File: src/rtl/bh_render_pipe.sv
// bh_render_pipe: three-stage black-hole scene renderer (belt, shadow, halo, falling text) for 640x480 VGA.
// Define BH_TEXT_EN to build the falling-text FSM and glyph overlay; without it text never draws.
module bh_render_pipe #(
  parameter int COLOR_BITS  = 2,
  parameter int CX          = 320,
  parameter int CY          = 240,
  parameter int SHADOW_R2   = 7225,
  parameter int BELT_IN_R2  = 10000,
  parameter int BELT_OUT_R2 = 85000,
  parameter int HALO_IN_R2  = 5000,
  parameter int HALO_OUT_R2 = 22000,
  parameter int FLAT_SHIFT  = 4,
  parameter int FRONT_DY    = 4,
  parameter int TEXT_Y0     = 20,
  parameter int TEXT_Y_END  = 275,
  parameter int WAIT_FRAMES = 255
) (
  input  logic                  clk,
  input  logic                  rst_n,
  input  logic [9:0]            hpos,
  input  logic [9:0]            vpos,
  input  logic                  display_on,
  input  logic                  hsync_in,
  input  logic                  vsync_in,
  input  logic [1:0]            speed,
  input  logic                  pause,
  output logic [COLOR_BITS-1:0] r,
  output logic [COLOR_BITS-1:0] g,
  output logic [COLOR_BITS-1:0] b,
  output logic                  hsync_out,
  output logic                  vsync_out,
  output logic [15:0]           frame_cnt
);

  localparam int CB = COLOR_BITS;
  localparam logic [CB-1:0] C_FULL = '1;
  localparam logic [CB-1:0] C_HALF = {1'b1, {(CB-1){1'b0}}};
  localparam logic [CB-1:0] C_DIM  = CB'(1);
  localparam logic [CB-1:0] C_NONE = '0;
  localparam logic signed [10:0] FRONT_LIM = 11'(FRONT_DY);

  // ---------------- frame tick, frame counter, animation phase ----------------
  logic       vsync_q;
  logic       tick;
  logic [7:0] anim;

  assign tick = vsync_in & ~vsync_q;

  always_ff @(posedge clk) begin
    if (!rst_n) begin
      vsync_q   <= 1'b1;
      frame_cnt <= '0;
      anim      <= '0;
    end else begin
      vsync_q <= vsync_in;
      if (tick) frame_cnt <= frame_cnt + 16'd1;
      if (tick && !pause) anim <= anim + (8'd1 << speed);
    end
  end

  // ---------------- stage 1: centred coordinates ----------------
  logic signed [10:0] dx_s1, dy_s1;
  logic               de_s1, hs_s1, vs_s1;

  always_ff @(posedge clk) begin
    if (!rst_n) begin
      dx_s1 <= '0;
      dy_s1 <= '0;
      de_s1 <= 1'b0;
      hs_s1 <= 1'b1;
      vs_s1 <= 1'b1;
    end else begin
      dx_s1 <= $signed({1'b0, hpos} - 11'(CX));
      dy_s1 <= $signed({1'b0, vpos} - 11'(CY));
      de_s1 <= display_on;
      hs_s1 <= hsync_in;
      vs_s1 <= vsync_in;
    end
  end

  // ---------------- stage 2: circular and flattened radii ----------------
  logic [21:0]        dx_sq, dy_sq;
  logic [23:0]        r2c_s2, r2f_s2;
  logic signed [10:0] dy_s2;
  logic               de_s2, hs_s2, vs_s2;

  assign dx_sq = $unsigned(22'(dx_s1) * 22'(dx_s1));
  assign dy_sq = $unsigned(22'(dy_s1) * 22'(dy_s1));

  always_ff @(posedge clk) begin
    if (!rst_n) begin
      r2c_s2 <= '0;
      r2f_s2 <= '0;
      dy_s2  <= '0;
      de_s2  <= 1'b0;
      hs_s2  <= 1'b1;
      vs_s2  <= 1'b1;
    end else begin
      r2c_s2 <= 24'(dx_sq) + 24'(dy_sq);
      r2f_s2 <= 24'(dx_sq) + (24'(dy_sq) << FLAT_SHIFT);
      dy_s2  <= dy_s1;
      de_s2  <= de_s1;
      hs_s2  <= hs_s1;
      vs_s2  <= vs_s1;
    end
  end

  // ---------------- text overlay ----------------
  logic text_pix;

`ifdef BH_TEXT_EN
  // state   | meaning
  // ST_WAIT | text parked at TEXT_Y0, wcnt counts frame ticks
  // ST_FALL | text_y moves down one row per tick until TEXT_Y_END
  typedef enum logic {ST_WAIT, ST_FALL} text_state_t;

  localparam logic [10:0] U_X0 = 11'(CX - 28);
  localparam logic [10:0] W_X0 = 11'(CX + 4);

  text_state_t state, state_nx;
  logic [15:0] wcnt, wcnt_nx;
  logic [9:0]  text_y, text_y_nx;
  logic [9:0]  h_s1, v_s1, h_s2, v_s2;
  logic [9:0]  row_off;
  logic [10:0] ucol, wcol;

  function automatic logic glyph(input logic [4:0] col, input logic [4:0] row,
                                 input logic centre);
    glyph = (col < 5'd4) || (col > 5'd19) || (row > 5'd27) ||
            (centre && col >= 5'd10 && col <= 5'd13 && row >= 5'd16);
  endfunction

  always_ff @(posedge clk) begin
    if (!rst_n) begin
      state  <= ST_WAIT;
      wcnt   <= '0;
      text_y <= 10'(TEXT_Y0);
    end else begin
      state  <= state_nx;
      wcnt   <= wcnt_nx;
      text_y <= text_y_nx;
    end
  end

  // WAIT leaves as soon as the count is reached; FALL only moves on ticks.
  always_comb begin
    state_nx  = state;
    wcnt_nx   = wcnt;
    text_y_nx = text_y;
    if (!pause) begin
      case (state)
        ST_WAIT: begin
          text_y_nx = 10'(TEXT_Y0);
          if (wcnt == 16'(WAIT_FRAMES)) begin
            state_nx = ST_FALL;
            wcnt_nx  = '0;
          end else if (tick) begin
            wcnt_nx = wcnt + 16'd1;
          end
        end
        ST_FALL: begin
          if (tick) begin
            if (text_y == 10'(TEXT_Y_END)) begin
              state_nx  = ST_WAIT;
              text_y_nx = 10'(TEXT_Y0);
            end else begin
              text_y_nx = text_y + 10'd1;
            end
          end
        end
        default: state_nx = ST_WAIT;
      endcase
    end
  end

  always_ff @(posedge clk) begin
    if (!rst_n) begin
      h_s1 <= '0;
      v_s1 <= '0;
      h_s2 <= '0;
      v_s2 <= '0;
    end else begin
      h_s1 <= hpos;
      v_s1 <= vpos;
      h_s2 <= h_s1;
      v_s2 <= v_s1;
    end
  end

  // Wrapping subtraction turns "left of / above the glyph" into a large offset.
  assign row_off = v_s2 - text_y;
  assign ucol    = {1'b0, h_s2} - U_X0;
  assign wcol    = {1'b0, h_s2} - W_X0;

  always_comb begin
    text_pix = 1'b0;
    if (row_off < 10'd32) begin
      if (ucol < 11'd24)
        text_pix = glyph(ucol[4:0], row_off[4:0], 1'b0);
      else if (wcol < 11'd24)
        text_pix = glyph(wcol[4:0], row_off[4:0], 1'b1);
    end
  end
`else
  logic unused_cfg;
  assign unused_cfg = ^{10'(TEXT_Y0), 10'(TEXT_Y_END), 16'(WAIT_FRAMES)};
  assign text_pix   = 1'b0;
`endif

  // ---------------- stage 3: regions, textures, colour ----------------
  logic [7:0]      belt_tex, halo_tex;
  logic            in_belt, in_halo, in_shadow, front;
  logic [3*CB-1:0] pix;

  function automatic logic [3*CB-1:0] shade(input logic [7:0] tex);
    if (tex[4])      shade = {C_DIM,  C_NONE, C_NONE};
    else if (tex[2]) shade = {C_FULL, C_HALF, C_NONE};
    else             shade = {C_FULL, C_NONE, C_NONE};
  endfunction

  assign belt_tex  = r2f_s2[15:8] - anim;
  assign halo_tex  = r2c_s2[13:6] - anim;
  assign in_belt   = (r2f_s2 >= 24'(BELT_IN_R2)) && (r2f_s2 <= 24'(BELT_OUT_R2));
  assign in_halo   = (r2c_s2 >= 24'(HALO_IN_R2)) && (r2c_s2 <= 24'(HALO_OUT_R2));
  assign in_shadow = r2c_s2 < 24'(SHADOW_R2);
  assign front     = dy_s2 > FRONT_LIM;

  always_comb begin
    pix = '0;
    if (!de_s2)               pix = '0;
    else if (in_belt && front) pix = shade(belt_tex);
    else if (in_shadow)        pix = '0;
    else if (text_pix)         pix = '1;
    else if (in_belt)          pix = shade(belt_tex);
    else if (in_halo)          pix = shade(halo_tex);
  end

  always_ff @(posedge clk) begin
    if (!rst_n) begin
      r         <= '0;
      g         <= '0;
      b         <= '0;
      hsync_out <= 1'b1;
      vsync_out <= 1'b1;
    end else begin
      {r, g, b} <= pix;
      hsync_out <= hs_s2;
      vsync_out <= vs_s2;
    end
  end

endmodule

File: config.mk
export PLATFORM = sky130hd
export DESIGN_NAME = bh_render_pipe
export DESIGN_NICKNAME = d
export VERILOG_FILES = /design/src/rtl/bh_render_pipe.sv
export SDC_FILE = /design/constraint.sdc
export NUM_CORES = 1
export LEC_CHECK = 0
export ABC_CLOCK_PERIOD_IN_PS = 9300
export CORE_MARGIN = 1
export CORE_UTILIZATION = 50
export CTS_CLUSTER_DIAMETER = 120
export DETAILED_ROUTE_END_ITERATION = 10
export GPL_TIMING_DRIVEN = 1
export PLACE_DENSITY = 0.67
export REMOVE_ABC_BUFFERS = 1
export SLEW_MARGIN = 20
export SYNTH_ARGS = -nofsm -noshare
export SYNTH_HDL_FRONTEND = slang
export SYNTH_SLANG_ARGS = --single-unit
File: constraint.sdc
create_clock -name clk -period 9.3 [get_ports clk]
set_input_delay 1.86 -clock clk [delete_from_list [all_inputs] [get_ports clk]]
set_output_delay 1.86 -clock clk [all_outputs]
set_load 0.01 [all_outputs]
==> results of run 1 <==
## state kept, by name, summed over array words and instances (netlist names), 2 cells and up
| signal | count |
|---|---|
| frame_cnt | 16 |
| r2f_s2 | 23 |
| r | 2 |
| anim | 5 |
| r2c_s2 | 23 |
| dy_s2 | 11 |
| dy_s1 | 11 |
| dx_s1 | 11 |
## report_power, final
| group | total (mW) | leakage (nW) | switching [mW] | internal [mW] |
|---|---|---|---|---|
| Clock | 0.396 | 0.148 | 0.205 | 0.191 |
| Sequential | 0.627 | 0.915 | 0.0633 | 0.564 |
| Combinational | 2.15 | 6.56 | 1.21 | 0.944 |
## final cells by class
type	instances	share of cell area [%]
Clock buffer	9	1.47
Clock inverter	7	0.489
Sequential cell	111	14.5
Multi-Input combinational cell	1090	68.9
Timing Repair Buffer	50	3.23
Inverter	340	8.31
Tap cell	378	3.08
## stage by stage
step / instances / setup WS (ps) / hold WS (ps) / area (µm²)
after floorplan: 1541 / 2840 / 386 / 14100
after global placement: 1969 / 2330 / 389 / 15000
after detailed placement: 1969 / 2230 / 393 / 15000
after CTS: 1985 / 2190 / 413 / 15300
after global routing: 1985 / 1630 / 426 / 15300
final: 1985 / 2270 / 411 / 15300
## worst max-delay path, cell delays in order (launching register included)
cell,delay (ps)
dfxtp_1,810
nor2b_1,270
fa_1,450
fa_1,520
fa_1,540
fa_1,560
inv_1,60
fa_1,520
inv_1,40
ha_1,410
nand4_1,100
or3_1,350
nand3_1,120
a21oi_1,90
xnor2_1,280
ha_1,320
nand3_1,80
a211oi_1,50
a221oi_1,440
o2111ai_1,180
o211ai_1,150
o21ai_0,140
xor2_1,180
xnor2_1,130
nor2_1,50
## cell usage in the layout (no fill, tap or decap), types with 11 or more instances in the layout
cell type | netlist | routed
o21ai_0 | 25 | 25
nand2b_1 | 22 | 22
a21oi_1 | 62 | 62
inv_1 | 339 | 339
nor4_1 | 11 | 11
nor2b_1 | 26 | 26
nor2_1 | 101 | 101
and2_1 | 85 | 85
nor3_1 | 16 | 16
fa_1 | 205 | 205
nand3_1 | 22 | 22
nand2_1 | 83 | 83
clkdlybuf4s50_1 | 0 | 48
ha_1 | 141 | 141
dfxtp_1 | 111 | 111
xnor2_1 | 75 | 75
xor2_1 | 40 | 40
a21o_1 | 28 | 28
## logic make-up (layout without fill, tap and decap cells)
kind of cell	count (synthesis)	after routing	synth area share, %
buf+inv	383	406	10.2
other cells	1	3	0.0263
compound gates	209	209	10.3
mux	5	5	0.351
simple gates	410	410	15.0
flops	111	111	15.6
fa+ha+maj	346	346	41.2
xor+xnor	117	117	7.38
## layer usage
metal	global-route usage [%]	routed length, µm	vias to the layer above
met1	27.9	12800	4933
met4	4.54	330	0
met5	0	0	-
met2	35.7	13400	139
met3	2.59	876	19
li1	-	-	5011
## worst max path at each step
stage	end
2_1_floorplan	r2c_s2[21]
3_5_place_dp	r2c_s2[21]
5_1_grt	r2c_s2[21]
6_report	r2c_s2[21]
3_3_place_gp	r2c_s2[21]
4_1_cts	r2c_s2[21]
==> summary.txt, run 1 <==
Setup path
  • Required time worst endpoint: approximately 9500 ps
  • Worst flop-to-flop path startpoint: dy_s1[10]
  • Data arrival at the endpoint of the critical path: roughly 7300 ps
  • Kind of launch point of the worst setup path: flip-flop
  • Beginning of the critical path: dy_s1[10]
  • Setup CP Type: reg2reg
  • Type of element capturing the critical path: flip-flop
  • Worst reg-to-reg setup slack: around 2300 ps
  • Critical Path Fanout Max: 24
  • Number of cells on the worst reg-to-reg path: 24
  • Reg2Reg Capture Point: r2c_s2[21]

Clocking
  • Level count of the clock H-tree: 3
  • Total clock sinks: 111
  • Hold buffer count at CTS: 0
  • CTS tree: yes
  • Worst skew pair latency: about 370 ps
  • TritonCTS Buffers: 9
  • Number of gates given a new drive strength after cts: 0
  • Post-CTS repair timing setup buffer count: 0
  • Buffer levels on the longest clock path: 2
  • Clock transition at the registers of the reported paths: around 80 ps
  • Clock tree root driver cell: clkbuf_16

Pwr
  • Cell area power density: ~210 nW/µm²
  • Total power draw: between 3 and 4 mW
  • Highest ir drop seen on vdd: approximately 0.18 mV
  • Pleak: 7.62 nW

Route
  • Count of antenna-violating nets left after detailed routing: 0
  • Total length of routed wires: around 27,000 µm
  • Routed length per instance: 13.8 µm
  • Vias after detailed routing: between 10,000 and 15,000
  • DRT Pass-1 Iters: 5
  • Routed via count divided by cell count: slightly above 5
  • Starting DRT DRC Count: 538
  • Post-detailed-route DRC marker count: 0

Yosys
  • Largest cells by area after synthesis: fa_1, dfxtp_1, ha_1
  • Summed instance area of the synthesized netlist: between 10,000 and 15,000 µm²
  • Leading area contributor after synthesis: fa_1
  • Register area share after synthesis: between 15 and 20%
  • Top flip-flop cell by instance count after synthesis: dfxtp_1
  • EDFF count, synth: 0
  • Post-synthesis cell type count: around 80
  • Seq cells post-synth: 111
  • Cells after synthesis: around 1,600
  • Post-synth top cells: inv_1, fa_1, ha_1, dfxtp_1, nor2_1
  • Mean instance size in the synthesized netlist: 9.01 µm²
  • Most instantiated library cell after synthesis: inv_1
  • Async set-reset flop share out of synthesis: 0%
  • Area fraction of the dominant cell type after synthesis: between 20% and 30%
  • Synth warnings: 0

Worst hold path
  • Worst min-delay path class: reg2reg
  • Hold endpoint: hsync_out
  • Number of cells traversed by the worst hold path: 1
  • Origin of the worst min-delay path: hs_s2

Timing
  • Final Hold Fails: 0
  • Total Neg Setup Slack: 0 ps
  • Tcrit/Tclk final: about three quarters
  • Worst clock skew: around 6.4 ps
  • Clock period minus final worst setup slack: between 7000 and 8000 ps
  • RSZ-0062 raised after global routing: false
  • Transition time at the pin with the least slew margin: 809 ps
  • Maximum clock frequency: ~0.14 GHz
  • Setup Viol. Count Final: 0
  • Relative max-transition margin: ~46%
  • Max-slew violation count: 0

Floorplan
  • DIE HEIGHT: between 150 and 200 µm
  • Die area: 29,200 µm²
  • Core region area: about 28,000 µm²
  • Count of boundary I/O pins: between 50 and 60
  • DIE WIDTH: 171 µm
  • Total number of placement rows: between 60 and 70
  • Initial Utilization: just over 50%

Place
  • Input/output buffers: 48
  • Placer congestion estimate: 0.845
  • HPWL after detailed placement: roughly 23,000 µm

Layout
  • Final cell utilization of the core: around 55%
  • Sequential cell area in the final layout: between 2000 and 2500 µm²
  • Layout fillers: roughly 2,600
  • Fraction of layout cells with a size suffix above 1: about 2.8%
  • Fin nets: slightly below 2,000
  • Number of antenna diodes: 0
  • Multi-input combinational cell area: about 11,000 µm²
  • Area Growth Syn to Fin: 7.74%

Global routing
  • Total global routing overflow: 0
  • Antenna violations before repair: 0
  • Vias in the first global route: slightly above 10,000
  • Global-route wire length before repair: about 48,000 µm
  • Maximum number of pins on one net before global-route repair: 71
  • Tot GR Track Use: approximately 21%

Outcome
  • Run status: completed

Run
  • Count of max-cap constraint violations: 0
Note: power is estimated with default switching activity, not from simulation.
==> run 2: changes to the inputs <==
Settings changed: ABC_CLOCK_PERIOD_IN_PS 9300 to 5800, PLACE_DENSITY 0.67 to 0.7.
Clock period 9.3 ns to 5.8 ns, I/O delays scaled along.
==> summary.txt, run 2 (synthesis gave the netlist of run 1 again) <==
Global routing
  • Tot GR Track Use: 24.5% (+3.7 points)
  • M3 GR Usage: 3.01% (+0.42 points)
  • Global routing met2 resource utilization: 44.2% (+8.6 points)
  • Maximum number of pins on one net before global-route repair: 43 (-39%)
  • Global-route track usage on met1: 30.7% (+2.8 points)
  • Busiest layer in global routing: met2
  • Vias in the first global route: 12,499 (+22%)
  • Global-route wire length before repair: 57,200 µm (+19%)
  • Antenna violations before repair: 1 (+1)
  • Total global routing overflow: 0 (unchanged)

Floorplan
  • Count of boundary I/O pins: 52 (unchanged)
  • Core region area: 27,900 µm² (unchanged)
  • Initial Utilization: 51.0% (unchanged)
  • Die area: 29,200 µm² (unchanged)
  • DIE HEIGHT: 171 µm (unchanged)
  • Total number of placement rows: 61 (unchanged)
  • DIE WIDTH: 171 µm (unchanged)

Layout
  • Commonest non-fill, non-tap cell in the layout: buf_4
  • Fin nets: 2,331 (+18%)
  • Area Growth Syn to Fin: 37.3%
  • Layout fillers: 1,975 (-24%)
  • Final Instance Count excl. Fillers: 2,340 (+18%)
  • Largest registers: r2c_s2: 23 flops, r2f_s2: 23 flops, frame_cnt: 16 flops
  • Fraction of layout cells with a size suffix above 1: 33.2% (+30 points)
  • Number of antenna diodes: 0 (unchanged)
  • Leading cell types in the layout, fill and taps excluded: buf_4, inv_1, fa_1

Clocking
  • Total clock sinks: 111 (unchanged)
  • Level count of the clock H-tree: 3 (unchanged)
  • Hold buffer count at CTS: 0 (unchanged)
  • Worst skew pair latency: 380 ps (about the same)
  • Clock tree root driver cell: clkbuf_16
  • TritonCTS Buffers: 9 (unchanged)
  • Buffer levels on the longest clock path: 2 (unchanged)
  • Clock transition at the registers of the reported paths: 100 ps (+20 ps)
  • CTS tree: yes

Pwr
  • P_int: 4.58 mW (+170%)
  • Pleak: 9.64 nW (+27%)
  • Switching share of power: 43.5% (-3.0 points)
  • Switch Pwr: 3.53 mW (+140%)
  • Cell area power density: 415 nW/µm² (+100%)
  • Relative contribution of sequential cells to total power: 12.2% (-7.5 points)
  • Clock share of power: 8.1% (-4.4 points)
  • Highest ir drop seen on vdd: 0.348 mV (+89%)
  • Part of the power in combinational logic: 79.7% (+12 points)

Place
  • Placer congestion estimate: 0.852 (+0.83%)
  • HPWL after detailed placement: 26,000 µm (+13%)
  • Input/output buffers: 48 (unchanged)
  • Number of cells in the design after placement: 2,266 (+15%)

Route
  • Count of antenna-violating nets left after detailed routing: 0 (unchanged)
  • Post-detailed-route DRC marker count: 0 (unchanged)
  • Vias after detailed routing: 12,347 (+22%)
  • Routed length per instance: 16.4 µm (+19%)
  • Routed via count divided by cell count: 5.28 (+3.7%)
  • Total length of routed wires: 38,300 µm (+40%)
  • DRT Pass-1 Iters: 5 (unchanged)
  • Starting DRT DRC Count: 800 (+49%)

Timing
  • Total Neg Setup Slack: -5870 ps (-5870 ps)
  • Maximum clock frequency: 0.158 GHz (+11%)
  • Final Hold Fails: 0 (unchanged)
  • Transition time at the pin with the least slew margin: 1070 ps (+256 ps)
  • Tcrit/Tclk final: 109% (+34 points)
  • RSZ-0062 raised after global routing: true
  • Relative max-transition margin: 28.3% (-18 points)
  • Setup Viol. Count Final: 17 (+17)
  • Worst clock skew: 23.4 ps (+17.0 ps)
  • Max-slew violation count: 0 (unchanged)
  • Setup WS post-layout: -542 ps (-2810 ps)
  • Clock period minus final worst setup slack: 6340 ps (-688 ps)

Setup path
  • Type of element capturing the critical path: flip-flop
  • Number of cells on the worst reg-to-reg path: 24 (unchanged)
  • Setup CP Type: reg2reg
  • Required time worst endpoint: 6080 ps (-3460 ps)
  • Data arrival at the endpoint of the critical path: 6620 ps (-650 ps)
  • Kind of launch point of the worst setup path: flip-flop
  • Critical Path Fanout Max: 6 (-75%)

Outcome
  • Failing checks: setup timing
  • Run status: complete, but fails checks

Worst hold path
  • Worst min-delay path class: reg2reg
  • Number of cells traversed by the worst hold path: 1 (unchanged)

Run
  • Count of max-cap constraint violations: 0 (unchanged)
[run 2: cell count changes in the layout (fill, tap and decap cells not counted), sizes merged]
cell,change
buf,+355
clkinv,-3
inv,+2
clkinvlp,+1
[run 2: power by group through the flow]
stage | logic [mW] | registers [mW] | clock network [mW]
after global routing | 6.93 | 0.999 | 0.692
after floorplan | 2.80 | 0.982 | 0
after global placement | 4.45 | 0.998 | 0
after CTS | 5.35 | 0.983 | 0.655
after detailed placement | 4.58 | 1.00 | 0
final | 6.47 | 0.990 | 0.656
[run 2: timing repair]
| action | in CTS | in global routing |
|---|---|---|
| buffers inserted | 35 | 29 |
| pin swaps | 168 | 132 |
| endpoints found under the setup margin | 19 | 20 |
| gates cloned | 0 | 0 |
| resized for setup | 210 | 121 |
[run 2: final timing paths]
path                                   end     start  slack [ps]
worst min register to register   hsync_out     hs_s2         410
worst max register to register  r2c_s2[21]  dx_s1[4]        -540
worst min-delay path             hsync_out     hs_s2         410
worst max-delay path            r2c_s2[21]  dx_s1[4]        -540
[run 2: cell type report]
| cell class | count | area [µm²] | share of cell area (%) |
|---|---|---|---|
| clock buffers | 9 | 225 | 1.15 |
| clock inverters | 7 | 80.1 | 0.409 |
| inverters | 340 | 1280 | 6.54 |
| multi-input cells | 1090 | 12000 | 61.2 |
| flip-flops and latches | 111 | 2290 | 11.7 |
| well taps | 378 | 473 | 2.42 |
| repair buffers | 405 | 3240 | 16.6 |
[run 2: metal layers]
layer | vias up | part of all wire, %
met5 | - | 0.029
met4 | 2 | 3.2
met3 | 118 | 4.4
met2 | 355 | 52
met1 | 6151 | 41
li1 | 5721 | -
[run 2: stage by stage]
step / total power [mW] / worst slack (ps) / util [%] / hold WS [ps] / cell area [µm²]
after CTS: 6.99 / -277 / 67.0 / 416 / 18700
after floorplan: 3.78 / -659 / - / 386 / 14100
after global routing: 8.62 / -735 / 70.0 / 432 / 19600
after detailed placement: 5.58 / -688 / 61.9 / 396 / 17300
after global placement: 5.45 / -595 / 61.9 / 392 / 17300
final: 8.12 / -542 / 70.0 / 411 / 19600
[run 2: critical path, stage by stage (launching register included)]
cell      delay, ps
dfxtp_4         430
nand2_1         130
fa_1            520
inv_1            60
fa_1            480
fa_1            520
fa_1            520
inv_1            70
fa_1            570
inv_1            90
ha_4            280
nand2_1          60
or3_4           380
o21a_4          230
o21ai_4         160
a21o_1          160
a21oi_2          70
xnor2_2         300
ha_4            270
or3_1           340
o211ai_1        160
o21ai_2         120
xor2_2          160
xnor2_1         140
nor2_1           60
